File: config.mk
export PLATFORM = sky130hd
export DESIGN_NAME = bcd_score_counter_flat
export DESIGN_NICKNAME = d
export VERILOG_FILES = /design/src/rtl/bcd_score_if.sv /design/src/rtl/bcd_score_counter.sv /design/src/flat_wrapper.sv
export SDC_FILE = /design/constraint.sdc
export NUM_CORES = 1
export LEC_CHECK = 0
export ABC_AREA = 1
export BUFFER_PORTS_ARGS = -buffer_cell sky130_fd_sc_hd__buf_2
export CAP_MARGIN = 20
export CORE_MARGIN = 8
export CORE_UTILIZATION = 45
export DETAILED_ROUTE_END_ITERATION = 8
export SETUP_SLACK_MARGIN = 0.2
export SLEW_MARGIN = 30
export SYNTH_ARGS = -nofsm -noshare
export SYNTH_HDL_FRONTEND = slang
export SYNTH_SLANG_ARGS = --single-unit
File: constraint.sdc
create_clock -name clk -period 7.8 [get_ports clk]
set_input_delay 1.56 -clock clk [delete_from_list [all_inputs] [get_ports clk]]
set_output_delay 1.56 -clock clk [all_outputs]
set_load 0.005 [all_outputs]
File: src/rtl/bcd_score_if.sv
// Request/status bundle between the game scoring logic and the BCD score
// accumulator. The master issues increments and the slave owns the score state.
interface bcd_score_if #(
  parameter int DIGITS = 4
);
  logic                  clear;
  logic                  add_valid;
  logic                  add_ready;
  logic [3:0]            add_bcd;
  logic                  busy;
  logic                  done;
  logic                  overflow;
  logic [4*DIGITS-1:0]   score;
  logic [4*DIGITS-1:0]   high_score;

  modport master (
    output clear, add_valid, add_bcd,
    input  add_ready, busy, done, overflow, score, high_score
  );

  modport slave (
    input  clear, add_valid, add_bcd,
    output add_ready, busy, done, overflow, score, high_score
  );
endinterface

File: src/rtl/bcd_score_counter.sv
// Packed-BCD score accumulator. It adds one BCD digit per clock, least
// significant digit first, and publishes the score only when the whole sum commits.
module bcd_score_counter #(
  parameter int DIGITS = 4
) (
  input  logic        clk,
  input  logic        rst,
  bcd_score_if.slave  bus
);

  localparam int W  = 4 * DIGITS;
  localparam int IW = $clog2(DIGITS);

  localparam logic [W-1:0]  ALL_NINES = {DIGITS{4'h9}};
  localparam logic [IW-1:0] LAST_IDX  = IW'(DIGITS - 1);

  typedef enum logic [1:0] {
    IDLE,
    ADD,
    DONE
  } state_e;

  state_e          state_q;
  logic [W-1:0]    work_q;
  logic [W-1:0]    score_q;
  logic [W-1:0]    high_q;
  logic [IW-1:0]   idx_q;
  logic [3:0]      inc_q;
  logic            carry_q;
  logic            ovf_q;
  logic            done_q;

  logic [W-1:0]    work_d;
  logic [3:0]      digit_cur;
  logic [3:0]      addend;
  logic [3:0]      digit_d;
  logic [4:0]      sum;
  logic            carry_d;
  logic            accept;

  assign bus.add_ready  = (state_q == IDLE) && !bus.clear;
  assign bus.busy       = (state_q != IDLE);
  assign bus.done       = done_q;
  assign bus.overflow   = ovf_q;
  assign bus.score      = score_q;
  assign bus.high_score = high_q;

  assign accept = bus.add_valid && bus.add_ready;

  // One BCD digit add per cycle; the increment enters only at digit 0.
  always_comb begin
    // NOTE: every always_comb output gets a default first so no latch is inferred.
    work_d    = work_q;
    digit_cur = work_q[{idx_q, 2'b00} +: 4];
    addend    = (idx_q == '0) ? inc_q : 4'd0;
    sum       = {1'b0, digit_cur} + {1'b0, addend} + {4'b0000, carry_q};
    if (sum > 5'd9) begin
      digit_d = 4'(sum - 5'd10);
      carry_d = 1'b1;
    end else begin
      digit_d = sum[3:0];
      carry_d = 1'b0;
    end
    work_d[{idx_q, 2'b00} +: 4] = digit_d;
  end

  // NOTE: sequential state uses non-blocking assignments only, so every
  // register samples pre-edge values regardless of statement order.
  always_ff @(posedge clk) begin
    if (rst) begin
      state_q <= IDLE;
      work_q  <= '0;
      score_q <= '0;
      high_q  <= '0;
      idx_q   <= '0;
      inc_q   <= 4'd0;
      carry_q <= 1'b0;
      ovf_q   <= 1'b0;
      done_q  <= 1'b0;
    end else if (bus.clear) begin
      // A new game aborts any sum in flight without touching the high score.
      state_q <= IDLE;
      score_q <= '0;
      ovf_q   <= 1'b0;
      done_q  <= 1'b0;
    end else begin
      done_q <= 1'b0;
      unique case (state_q)
        IDLE: begin
          if (accept) begin
            inc_q   <= (bus.add_bcd > 4'd9) ? 4'd9 : bus.add_bcd;
            work_q  <= score_q;
            carry_q <= 1'b0;
            idx_q   <= '0;
            state_q <= ADD;
          end
        end
        ADD: begin
          work_q  <= work_d;
          carry_q <= carry_d;
          idx_q   <= idx_q + IW'(1);
          if (idx_q == LAST_IDX) begin
            if (carry_d) begin
              score_q <= ALL_NINES;
              ovf_q   <= 1'b1;
            end else begin
              score_q <= work_d;
            end
            done_q  <= 1'b1;
            state_q <= DONE;
          end
        end
        DONE: begin
          // Packed BCD orders the same as plain unsigned binary.
          if (score_q > high_q) high_q <= score_q;
          state_q <= IDLE;
        end
        default: state_q <= IDLE;
      endcase
    end
  end

endmodule

File: src/flat_wrapper.sv
// flat-port wrapper written by rule: the top's interface ports become plain ports
module bcd_score_counter_flat 
#(
  parameter int DIGITS = 4
)
  (clk, rst, bus_clear, bus_add_valid, bus_add_bcd, bus_add_ready, bus_busy, bus_done, bus_overflow, bus_score, bus_high_score);
  bcd_score_if #(.DIGITS(DIGITS)) bus_i ();
  input  logic clk;
  input  logic rst;
  input wire logic [$bits(bus_i.clear)-1:0] bus_clear;
  input wire logic [$bits(bus_i.add_valid)-1:0] bus_add_valid;
  input wire logic [$bits(bus_i.add_bcd)-1:0] bus_add_bcd;
  output wire logic [$bits(bus_i.add_ready)-1:0] bus_add_ready;
  output wire logic [$bits(bus_i.busy)-1:0] bus_busy;
  output wire logic [$bits(bus_i.done)-1:0] bus_done;
  output wire logic [$bits(bus_i.overflow)-1:0] bus_overflow;
  output wire logic [$bits(bus_i.score)-1:0] bus_score;
  output wire logic [$bits(bus_i.high_score)-1:0] bus_high_score;
  assign bus_i.clear = bus_clear;
  assign bus_i.add_valid = bus_add_valid;
  assign bus_i.add_bcd = bus_add_bcd;
  assign bus_add_ready = bus_i.add_ready;
  assign bus_busy = bus_i.busy;
  assign bus_done = bus_i.done;
  assign bus_overflow = bus_i.overflow;
  assign bus_score = bus_i.score;
  assign bus_high_score = bus_i.high_score;
  bcd_score_counter #(.DIGITS(DIGITS)) u_core (.clk(clk), .rst(rst), .bus(bus_i));
endmodule
==> run_results.csv, run 1 <==
group,metric,value,unit
floorplanning,core-area,7570,um2
clock_tree,clk_path_buf_depth,2,
setup_path,startpoint_type,"flop",
setup_path,r2r_start,"u_core.idx_q[0]",
logic_synthesis,yosysMostFrequentCell,"nand2_1",
setup_path,worstRegToRegCells,18,
drt,drt_pass1_iterations,6,
logic_synthesis,synth_top_cell_by_area,"dfxtp_1",
logic_synthesis,syn-instance-count,479,
setup_path,r2r_end,"u_core.work_q[3]",
global_route,grt_most_used_layer,"met2",
final_layout,fillers,766,
final_layout,diodes,0,
sta,slew_headroom,44.2,%
global_route,grt_pass1_vias,3011,
setup_path,required,8000,ps
global_route,grt_start_max_net_pins,36,
pwr,leakage,1.68,nW
clock_tree,cts_tree,"built",
logic_synthesis,syn_nets,514,
sta,fin_ws,3750,ps
sta,rsz0062_at_grt,"no",
global_route,grt_use_met1,23.2,%
logic_synthesis,synth_top_area_share,34.4,%
clock_tree,clkSinkCount,59,
sta,setup_viol,0,
outcome,status,"finished, final reports clean",
clock_tree,postCtsHoldBufs,0,
setup_path,cp_slowest_cell,"dfxtp_1",
final_layout,area_delta_synth_final,13.5,%
clock_tree,htreeDepth,3,
setup_path,critPathLaunch,"u_core.idx_q[0]",
drt,dr.first_iter.drc_count,257,
final_layout,num-nets-final,551,
sta,worst_pin_slew,835,ps
setup_path,crit_arrival,4250,ps
drt,wl_per_cell,14.8,um
setup_path,cp.depth,18,
floorplanning,io_pins,44,
global_route,grt_overflow,0,
global_route,antenna_found_initial,0,
setup_path,crit_chain,"inv_1 > ha_1 > nand2_1 > fa_1 > inv_1 > fa_1 > inv_1 > nand2_1 > nand2_1 > inv_1 > ha_1 > inv_1 > nand3_4 > or2_1 > nand2_1 > o21ai_0 > o21ai_0 > a21oi_1",
placed_design,portBuffers,43,
global_route,grtUsageMet2,29.5,%
setup_path,path_buf_inv,5,
setup_path,cpLargestDelayFamily,"adder cells",
clock_tree,cts-root-buf,"clkbuf_8",
setup_path,max_stage_delay,750,ps
placed_design,dp_slack,3870,ps
job,drv_cap,0,
setup_path,critPathKind,"reg2reg",
final_layout,final_util,51.5,%
setup_path,cp_common_cell,"inv_1",
floorplanning,initial_core_util,45.4,%
logic_synthesis,ys_ff_latch,59,
drt,final_antenna_net_count,0,
worst_hold_path,hold_class,"reg2reg",
sta,slew_violations,0,
drt,vias,3229,
global_route,grt_pass1_wl,14900,um
logic_synthesis,yosysUniqueCellTypes,34,
setup_path,crit_fanout,21,
sta,fin_setup_tns,0,ps
logic_synthesis,synth_common_cells,"nand2_1 (84), inv_1 (67), a21oi_1 (64)",
global_route,grt_usage,18.3,%
floorplanning,fp.dieH,103,um
pwr,p_per_area,169,nW/um2
placed_design,gp_congestion,0.924,
global_route,use_met3,3.75,%
sta,finalClockSkew,6.87,ps
logic_synthesis,ys_seq_area_share,34.4,%
sta,fmax,0.247,GHz
clock_tree,cts_inserted_buffers,9,
logic_synthesis,async_flop_share,0,%
sta,period_share,51.9,%
setup_path,crit_path_end_kind,"flop",
drt,drc,0,
sta,fin_hold_ws,468,ps
sta,period_needed,4050,ps
logic_synthesis,yosys-top-cells-area,"dfxtp_1 (34%), a21oi_1 (9.3%), nand2_1 (9.2%)",
drt,vias_per_cell,5.19,
clock_tree,clk_pin_slew_worst_paths,70,ps
floorplanning,die_width,103,um
floorplanning,fp.dieArea,10700,um2
logic_synthesis,synth_edf_count,0,
clock_tree,clk_latency,340,ps
final_layout,seqCellArea,1180,um2
pwr,peakVddDrop,0.0000627,V
setup_path,endpoint,"u_core.work_q[3]",
sta,hold_viol,0,
logic_synthesis,ys.flop_type,"dfxtp_1",
logic_synthesis,yosysWarnings,0,
floorplanning,fp-row-count,32,
clock_tree,cts_resized,0,
clock_tree,cts_setup_buffers,0,
logic_synthesis,synth_area,3430,um2
logic_synthesis,syn_avg_cell_area,7.17,um2
placed_design,dp_hpwl,6830,um
pwr,power.total,0.000659,W
drt,totalWireLength,9230,um
final_layout,drive_gt1_share,16.2,%
final_layout,multiInputGateArea,1910,um2
setup_path,r2r_slack,3750,ps
==> report_power, final <==
| part | total [W] | switching [W] | leakage [nW] | internal [W] |
|---|---|---|---|---|
| registers | 0.000308 | 0.00000347 | 0.476 | 0.000304 |
| logic | 0.0000664 | 0.0000465 | 1.11 | 0.0000200 |
| clock network | 0.000285 | 0.000122 | 0.0995 | 0.000163 |
| total | 0.000659 | 0.000172 | 1.68 | 0.000487 |
==> layer usage <==
layer  up-vias  part of all wire, %
met5         -                    0
li1       1661                    -
met3        19                  6.1
met1      1454                   46
met2        95                   46
met4         0                  2.0
==> placed cells by master (no fill, tap or decap), types with 2 or more instances in the layout <==
cell type	instances
nand2_1	84
inv_1	67
a21oi_1	64
dfxtp_1	59
buf_2	43
o21ai_0	42
nor2_1	33
ha_1	25
nand3_1	24
clkbuf_8	11
nand3_2	6
nand4_1	6
nand2_2	5
o22ai_1	4
nand2_4	4
o211ai_1	4
o221ai_1	4
nor2_2	3
a21oi_2	3
a31oi_1	3
o21ai_1	3
nand3_4	2
nor3_1	2
or2_1	2
a211oi_1	2
o21ai_2	2
fa_1	2
clkbuf_1	2
==> worst min-delay path by stage <==
| stage | from | to | slack [ps] | cells after the start |
|---|---|---|---|---|
| floorplan | u_core.work_q[0] | u_core.work_q[0] | 440 | 2 |
| global placement | u_core.bus.overflow | u_core.bus.overflow | 440 | 1 |
| detailed placement | u_core.work_q[12] | u_core.work_q[12] | 460 | 2 |
| CTS | u_core.work_q[12] | u_core.work_q[12] | 470 | 2 |
| global route | u_core.work_q[12] | u_core.work_q[12] | 490 | 2 |
| finish | u_core.work_q[12] | u_core.work_q[12] | 470 | 2 |
==> per-stage QoR <==
stage	cell area [um2]	cells
finish	3900	622
global route	3900	622
CTS	3900	622
detailed placement	3700	607
global placement	3700	607
floorplan	3430	479
==> worst min-delay path, stage by stage (launching register included) <==
cell and delay [ps]:
dfxtp_1 310, nand2_1 60, a21oi_1 50
==> state kept, by name, summed over array words and instances, names as in the netlist <==
name,cells
u_core.idx_q,2
u_core.work_q,16
u_core.state_q,2
u_core.carry_q,1
u_core.bus.score,16
u_core.bus.high_score,16
u_core.bus.done,1
u_core.bus.overflow,1
u_core.inc_q,4
==> kinds of logic after synthesis <==
family / Yosys count / share of synthesized area [%]
buffers and inverters: 87 / 9.91
adder cells (fa/ha/maj): 27 / 10.3
AND/OR/NAND/NOR: 172 / 23.9
AO/OA/AOI/OAI: 134 / 21.5
flip-flops: 59 / 34.4
==> area by class of cell <==
cell class                      instances  area share, %
Clock buffer                           13           4.08
Clock inverter                          2          0.899
Inverter                               69           6.65
Multi-Input combinational cell        333           49.1
Sequential cell                        59           30.3
Tap cell                              102           3.27
Timing Repair Buffer                   44           5.71
(Power assumes the default switching activity.)
==> inputs of run 2 (changes only) <==
==> constraint.sdc (replaced) <==
create_clock -name clk -period 4.2 [get_ports clk]
set_input_delay 0.84 -clock clk [delete_from_list [all_inputs] [get_ports clk]]
set_output_delay 0.84 -clock clk [all_outputs]
set_load 0.005 [all_outputs]
==> run_results.csv, run 2 (synthesized netlist as in run 1, its figures left out) <==
group,metric,value,unit
sta,hold_viol,0,
sta,slew_headroom,45.3,%
worst_hold_path,hold_end,"u_core.bus.high_score[4]",
pwr,p_comb_share,10.2,%
setup_path,max_stage_delay,420,ps
floorplanning,die_width,103,um
drt,totalWireLength,9190,um
worst_hold_path,hold_start,"u_core.bus.high_score[4]",
setup_path,crit_path_end_kind,"flop",
final_layout,num-nets-final,553,
clock_tree,clkSinkCount,59,
sta,fmax,0.298,GHz
clock_tree,clk_pin_slew_worst_paths,70,ps
sta,fin_setup_tns,0,ps
pwr,power.switching,0.000328,W
drt,met2_length,4130,um
pwr,internal_power,0.000875,W
setup_path,crit_chain,"inv_1 > ha_1 > nand2_1 > fa_1 > inv_1 > fa_1 > nand2_2 > nand2_1 > inv_1 > ha_1 > inv_1 > nand3_4 > nand2_4 > nand2_4 > nand2_4 > nand2_4 > nand3_1 > nand2_1 > o21ai_1 > a21oi_1",
sta,rsz0062_at_grt,"no",
sta,setup_viol,0,
floorplanning,fp.dieH,103,um
drt,final_antenna_net_count,0,
setup_path,critPathKind,"reg2reg",
placed_design,placed_cell_area,3720,um2
final_layout,fin_area,3900,um2
pwr,clkPwrFrac,42.4,%
drt,drt-met1-wl,4430,um
clock_tree,cts_resized,0,
setup_path,worstRegToRegCells,20,
final_layout,layout_common_cells,"nand2_1 (84), inv_1 (67), a21oi_1 (64), dfxtp_1 (59), buf_2 (43)",
clock_tree,postCtsHoldBufs,0,
clock_tree,clk_path_buf_depth,2,
drt,dr.first_iter.drc_count,216,
floorplanning,initial_core_util,45.4,%
global_route,antenna_found_initial,0,
sta,period_needed,3360,ps
sta,slew_violations,0,
final_layout,final_common_cell,"nand2_1",
drt,drc,0,
pwr,p_per_area,308,nW/um2
worst_hold_path,hold_class,"reg2reg",
clock_tree,cts_tree,"built",
drt,wl_met3,574,um
setup_path,cp_slowest_cell,"ha_1",
floorplanning,io_pins,44,
global_route,grt_pass1_vias,2996,
clock_tree,cts_setup_buffers,0,
pwr,p_seq_share,47.4,%
floorplanning,fp-row-count,32,
setup_path,r2r_slack,840,ps
sta,finalClockSkew,13.1,ps
clock_tree,htreeDepth,3,
setup_path,r2r_start,"u_core.idx_q[1]",
setup_path,crit_fanout,10,
pwr,peakVddDrop,0.000154,V
outcome,status,"finished, final reports clean",
drt,vias_per_cell,5.22,
job,drv_cap,0,
final_layout,diodes,0,
placed_design,portBuffers,43,
sta,worst_pin_slew,818,ps
final_layout,area_delta_synth_final,13.7,%
drt,highest_layer,"met4",
setup_path,r2r_end,"u_core.work_q[10]",
sta,fin_hold_ws,470,ps
global_route,grt_start_max_net_pins,36,
pwr,switching_share,27.2,%
drt,drt_pass1_iterations,4,
clock_tree,cts_inserted_buffers,9,
global_route,grt_overflow,0,
setup_path,required,4400,ps
clock_tree,cts-root-buf,"clkbuf_8",
final_layout,fillers,785,
setup_path,crit_arrival,3560,ps
clock_tree,clk_latency,340,ps
worst_hold_path,holdPathStages,2,
setup_path,startpoint_type,"flop",
placed_design,dp_hpwl,6810,um
drt,vias,3260,
global_route,grt_pass1_wl,15000,um
placed_design,gp_congestion,0.937,
drt,wl_per_cell,14.7,um
sta,period_share,79.9,%
global_route,grt_usage,18.2,%
floorplanning,core-area,7570,um2
floorplanning,fp.dieArea,10700,um2
final_layout,drive_gt1_share,16.6,%
pwr,leakage,1.69,nW
run 2: cell count changes in the layout (fill, tap and decap cells not counted), sizes merged:
cell	previous run	this run
buf	44	46
clkinv	2	5
clkbuf	13	11
run 2: stage by stage:
step / instances / worst slack, ps / utilization (%) / total power, W
after floorplan: 479 / 858 / - / 0.000675
after global placement: 609 / 987 / 49.1 / 0.000703
after detailed placement: 609 / 856 / 49.1 / 0.000705
after CTS: 625 / 844 / 51.6 / 0.00121
after global routing: 625 / 483 / 51.6 / 0.00126
final: 625 / 842 / 51.6 / 0.00120
run 2: power by group through the flow:
stage | registers (W) | clock network [W] | logic (W)
2_1_floorplan | 0.000581 | 0 | 0.0000946
3_3_place_gp | 0.000583 | 0 | 0.000120
3_5_place_dp | 0.000583 | 0 | 0.000122
4_1_cts | 0.000570 | 0.000519 | 0.000123
5_1_grt | 0.000571 | 0.000550 | 0.000139
6_report | 0.000570 | 0.000510 | 0.000123
run 2: layer usage:
metal | GRT usage, % | vias up
li1 | - | 1676
met3 | 4.55 | 6
met1 | 24.1 | 1505
met5 | 0 | -
met2 | 28.3 | 73
met4 | 5.90 | 0
run 2: worst max path at each step:
stage | start | to | slack, ps | depth (start not counted)
floorplan | u_core.idx_q[0] | u_core.work_q[15] | 860 | 23
global placement | u_core.idx_q[0] | u_core.work_q[10] | 990 | 21
detailed placement | u_core.idx_q[1] | u_core.work_q[10] | 860 | 20
CTS | u_core.idx_q[1] | u_core.work_q[10] | 840 | 20
global route | u_core.idx_q[1] | u_core.bus.score[1] | 480 | 19
finish | u_core.idx_q[1] | u_core.work_q[10] | 840 | 20
run 2: final cells by class:
| type | count | area [um2] | area share (%) |
|---|---|---|---|
| Clock buffer | 11 | 131 | 3.37 |
| Tap cell | 102 | 128 | 3.27 |
| Inverter | 69 | 259 | 6.63 |
| Clock inverter | 5 | 53.8 | 1.38 |
| Timing Repair Buffer | 46 | 238 | 6.09 |
| Sequential cell | 59 | 1180 | 30.3 |
| Multi-Input combinational cell | 333 | 1910 | 49.0 |
run 2: critical path, delay by kind of cell (launching register included):
family / cells / cell delay (ps)
flops: 1 / 370
buf+inv: 4 / 430
fa+ha+maj: 4 / 1260
compound gates: 2 / 240
simple gates: 10 / 920
==> inputs of run 3 (changes only) <==
==> constraint.sdc (replaced) <==
create_clock -name clk -period 3.2 [get_ports clk]
set_input_delay 0.64 -clock clk [delete_from_list [all_inputs] [get_ports clk]]
set_output_delay 0.64 -clock clk [all_outputs]
set_load 0.005 [all_outputs]
==> run_results.csv, run 3 (synthesized netlist as in run 1, its figures left out) <==
group,metric,value,unit
pwr,peakVddDrop,0.000169,V
clock_tree,clkSinkCount,59,
floorplanning,fp-row-count,32,
sta,rsz0062_at_grt,"yes",
sta,period_share,89.8,%
job,drv_cap,0,
final_layout,diodes,0,
drt,final_antenna_net_count,0,
sta,setup_viol,0,
final_layout,final_util,53.3,%
clock_tree,clk_pin_slew_worst_paths,70,ps
floorplanning,fp.dieH,103,um
final_layout,num-nets-final,560,
global_route,grt_start_max_net_pins,36,
worst_hold_path,holdPathStages,2,
setup_path,max_stage_delay,400,ps
clock_tree,clk_path_buf_depth,2,
pwr,leakage,1.73,nW
worst_hold_path,hold_end,"u_core.carry_q",
clock_tree,postCtsHoldBufs,0,
sta,finalClockSkew,8.56,ps
setup_path,cp_slowest_cell,"fa_2",
setup_path,worstRegToRegCells,20,
clock_tree,cts-root-buf,"clkbuf_8",
sta,period_needed,2870,ps
placed_design,dp_hpwl,6950,um
global_route,antenna_found_initial,0,
setup_path,critPathKind,"reg2reg",
final_layout,drive_gt1_share,22.1,%
floorplanning,fp.dieArea,10700,um2
sta,slew_headroom,49.9,%
sta,fin_setup_tns,0,ps
sta,worst_pin_slew,750,ps
setup_path,crit_fanout,6,
final_layout,fillers,750,
setup_path,crit_chain,"nand2_1 > o21ai_0 > a21oi_2 > fa_2 > inv_2 > fa_2 > inv_1 > nand2_2 > nand2_2 > inv_1 > ha_1 > inv_2 > nand3_4 > nand2_4 > nand3_1 > nand2_2 > nand3_2 > o21ai_2 > nand2_1 > a21oi_2",
floorplanning,io_pins,44,
worst_hold_path,hold_class,"reg2reg",
setup_path,startpoint_type,"flop",
setup_path,cp_common_cell,"nand2_2",
setup_path,r2r_end,"u_core.work_q[1]",
global_route,grt_overflow,0,
sta,slew_violations,0,
pwr,power.total,0.00161,W
final_layout,seqCellArea,1190,um2
pwr,p_per_area,399,nW/um2
clock_tree,clk_latency,350,ps
drt,totalWireLength,9290,um
setup_path,crit_path_end_kind,"flop",
setup_path,r2r_start,"u_core.idx_q[0]",
final_layout,layout_common_cells,"nand2_1 (80), inv_1 (63), a21oi_1 (58), dfxtp_1 (57), buf_2 (43)",
clock_tree,htreeDepth,3,
worst_hold_path,hold_start,"u_core.carry_q",
floorplanning,die_width,103,um
outcome,status,"finished, final reports clean",
drt,vias,3302,
drt,drc,0,
final_layout,area_delta_synth_final,17.4,%
placed_design,gp_congestion,0.947,
final_layout,multiInputGateArea,1970,um2
setup_path,r2r_slack,330,ps
drt,vias_per_cell,5.22,
global_route,grt_pass1_vias,3020,
sta,fmax,0.348,GHz
floorplanning,initial_core_util,45.4,%
drt,drt_pass1_iterations,4,
global_route,grt_usage,18.3,%
drt,wl_per_cell,14.7,um
final_layout,final_common_cell,"nand2_1",
setup_path,required,3490,ps
clock_tree,cts_inserted_buffers,9,
global_route,grt_pass1_wl,15000,um
floorplanning,core-area,7570,um2
drt,dr.first_iter.drc_count,193,
setup_path,crit_arrival,3160,ps
sta,fin_hold_ws,469,ps
sta,fin_ws,328,ps
clock_tree,cts_tree,"built",
sta,hold_viol,0,
placed_design,dp_slack,249,ps
placed_design,portBuffers,43,
==> run 3: changes by cell type in the layout (fill, tap and decap cells not counted), moves of 2 or more <==
cell / delta
a21oi_1: -6
a21oi_2: +6
buf_4: +5
o21ai_0: -5
inv_1: -4
nand2_1: -4
inv_2: +3
nand2_2: +3
o21ai_1: +3
dfxtp_1: -2
fa_1: -2
fa_2: +2
o21ai_2: +2
==> run 3: cell type report <==
type	instances	area share, %
Tap cell	102	3.16
Timing Repair inverter	1	0.124
Clock inverter	5	1.30
Sequential cell	59	29.4
Inverter	69	6.54
Clock buffer	11	3.50
Timing Repair Buffer	52	7.10
Multi-Input combinational cell	333	48.9
==> run 3: layer usage <==
layer / global-route usage, % / wire length (um) / share of wire, % / up-vias
met5: 0 / 0 / 0 / -
met4: 8.45 / 180 / 1.9 / 0
met1: 23.4 / 4320 / 46 / 1499
li1: - / - / - / 1684
met3: 3.95 / 609 / 6.6 / 19
met2: 28.6 / 4180 / 45 / 100
==> run 3: how the worst max path moves through the flow <==
stage	end	start
after global placement	u_core.bus.score[15]	u_core.idx_q[1]
after floorplan	u_core.bus.score[15]	u_core.idx_q[0]
after global routing	u_core.work_q[1]	u_core.idx_q[1]
final	u_core.work_q[1]	u_core.idx_q[0]
after detailed placement	u_core.bus.score[7]	u_core.idx_q[1]
after CTS	u_core.bus.score[7]	u_core.idx_q[1]
==> run 3: through the flow <==
| step | cell area [um2] | cells |
|---|---|---|
| 2_1_floorplan | 3460 | 479 |
| 3_3_place_gp | 3750 | 612 |
| 3_5_place_dp | 3750 | 612 |
| 4_1_cts | 3950 | 628 |
| 5_1_grt | 4030 | 632 |
| 6_report | 4030 | 632 |
==> run 3: critical path: cells and delay by family (launching register included) <==
| family | cells | cell delay (ps) |
|---|---|---|
| buffers and inverters | 4 | 240 |
| AOI/OAI and AO/OA | 4 | 590 |
| DFF | 1 | 370 |
| adders and majority gates | 3 | 830 |
| and+or+nand+nor | 9 | 780 |
==> run 3: report_power, final <==
| group | switching [W] | internal, W | total (W) | leakage [nW] |
|---|---|---|---|---|
| clock | 0.000308 | 0.000377 | 0.000684 | 0.0991 |
| combinational | 0.000121 | 0.0000578 | 0.000179 | 1.15 |
| sequential | 0.00000642 | 0.000741 | 0.000747 | 0.477 |
| total | 0.000435 | 0.00118 | 0.00161 | 1.73 |
==> run 3: timing repair <==
item	4_1_cts	5_1_grt
endpoints found under the setup margin	0	28
gates resized for setup	0	28
buffers inserted	0	3
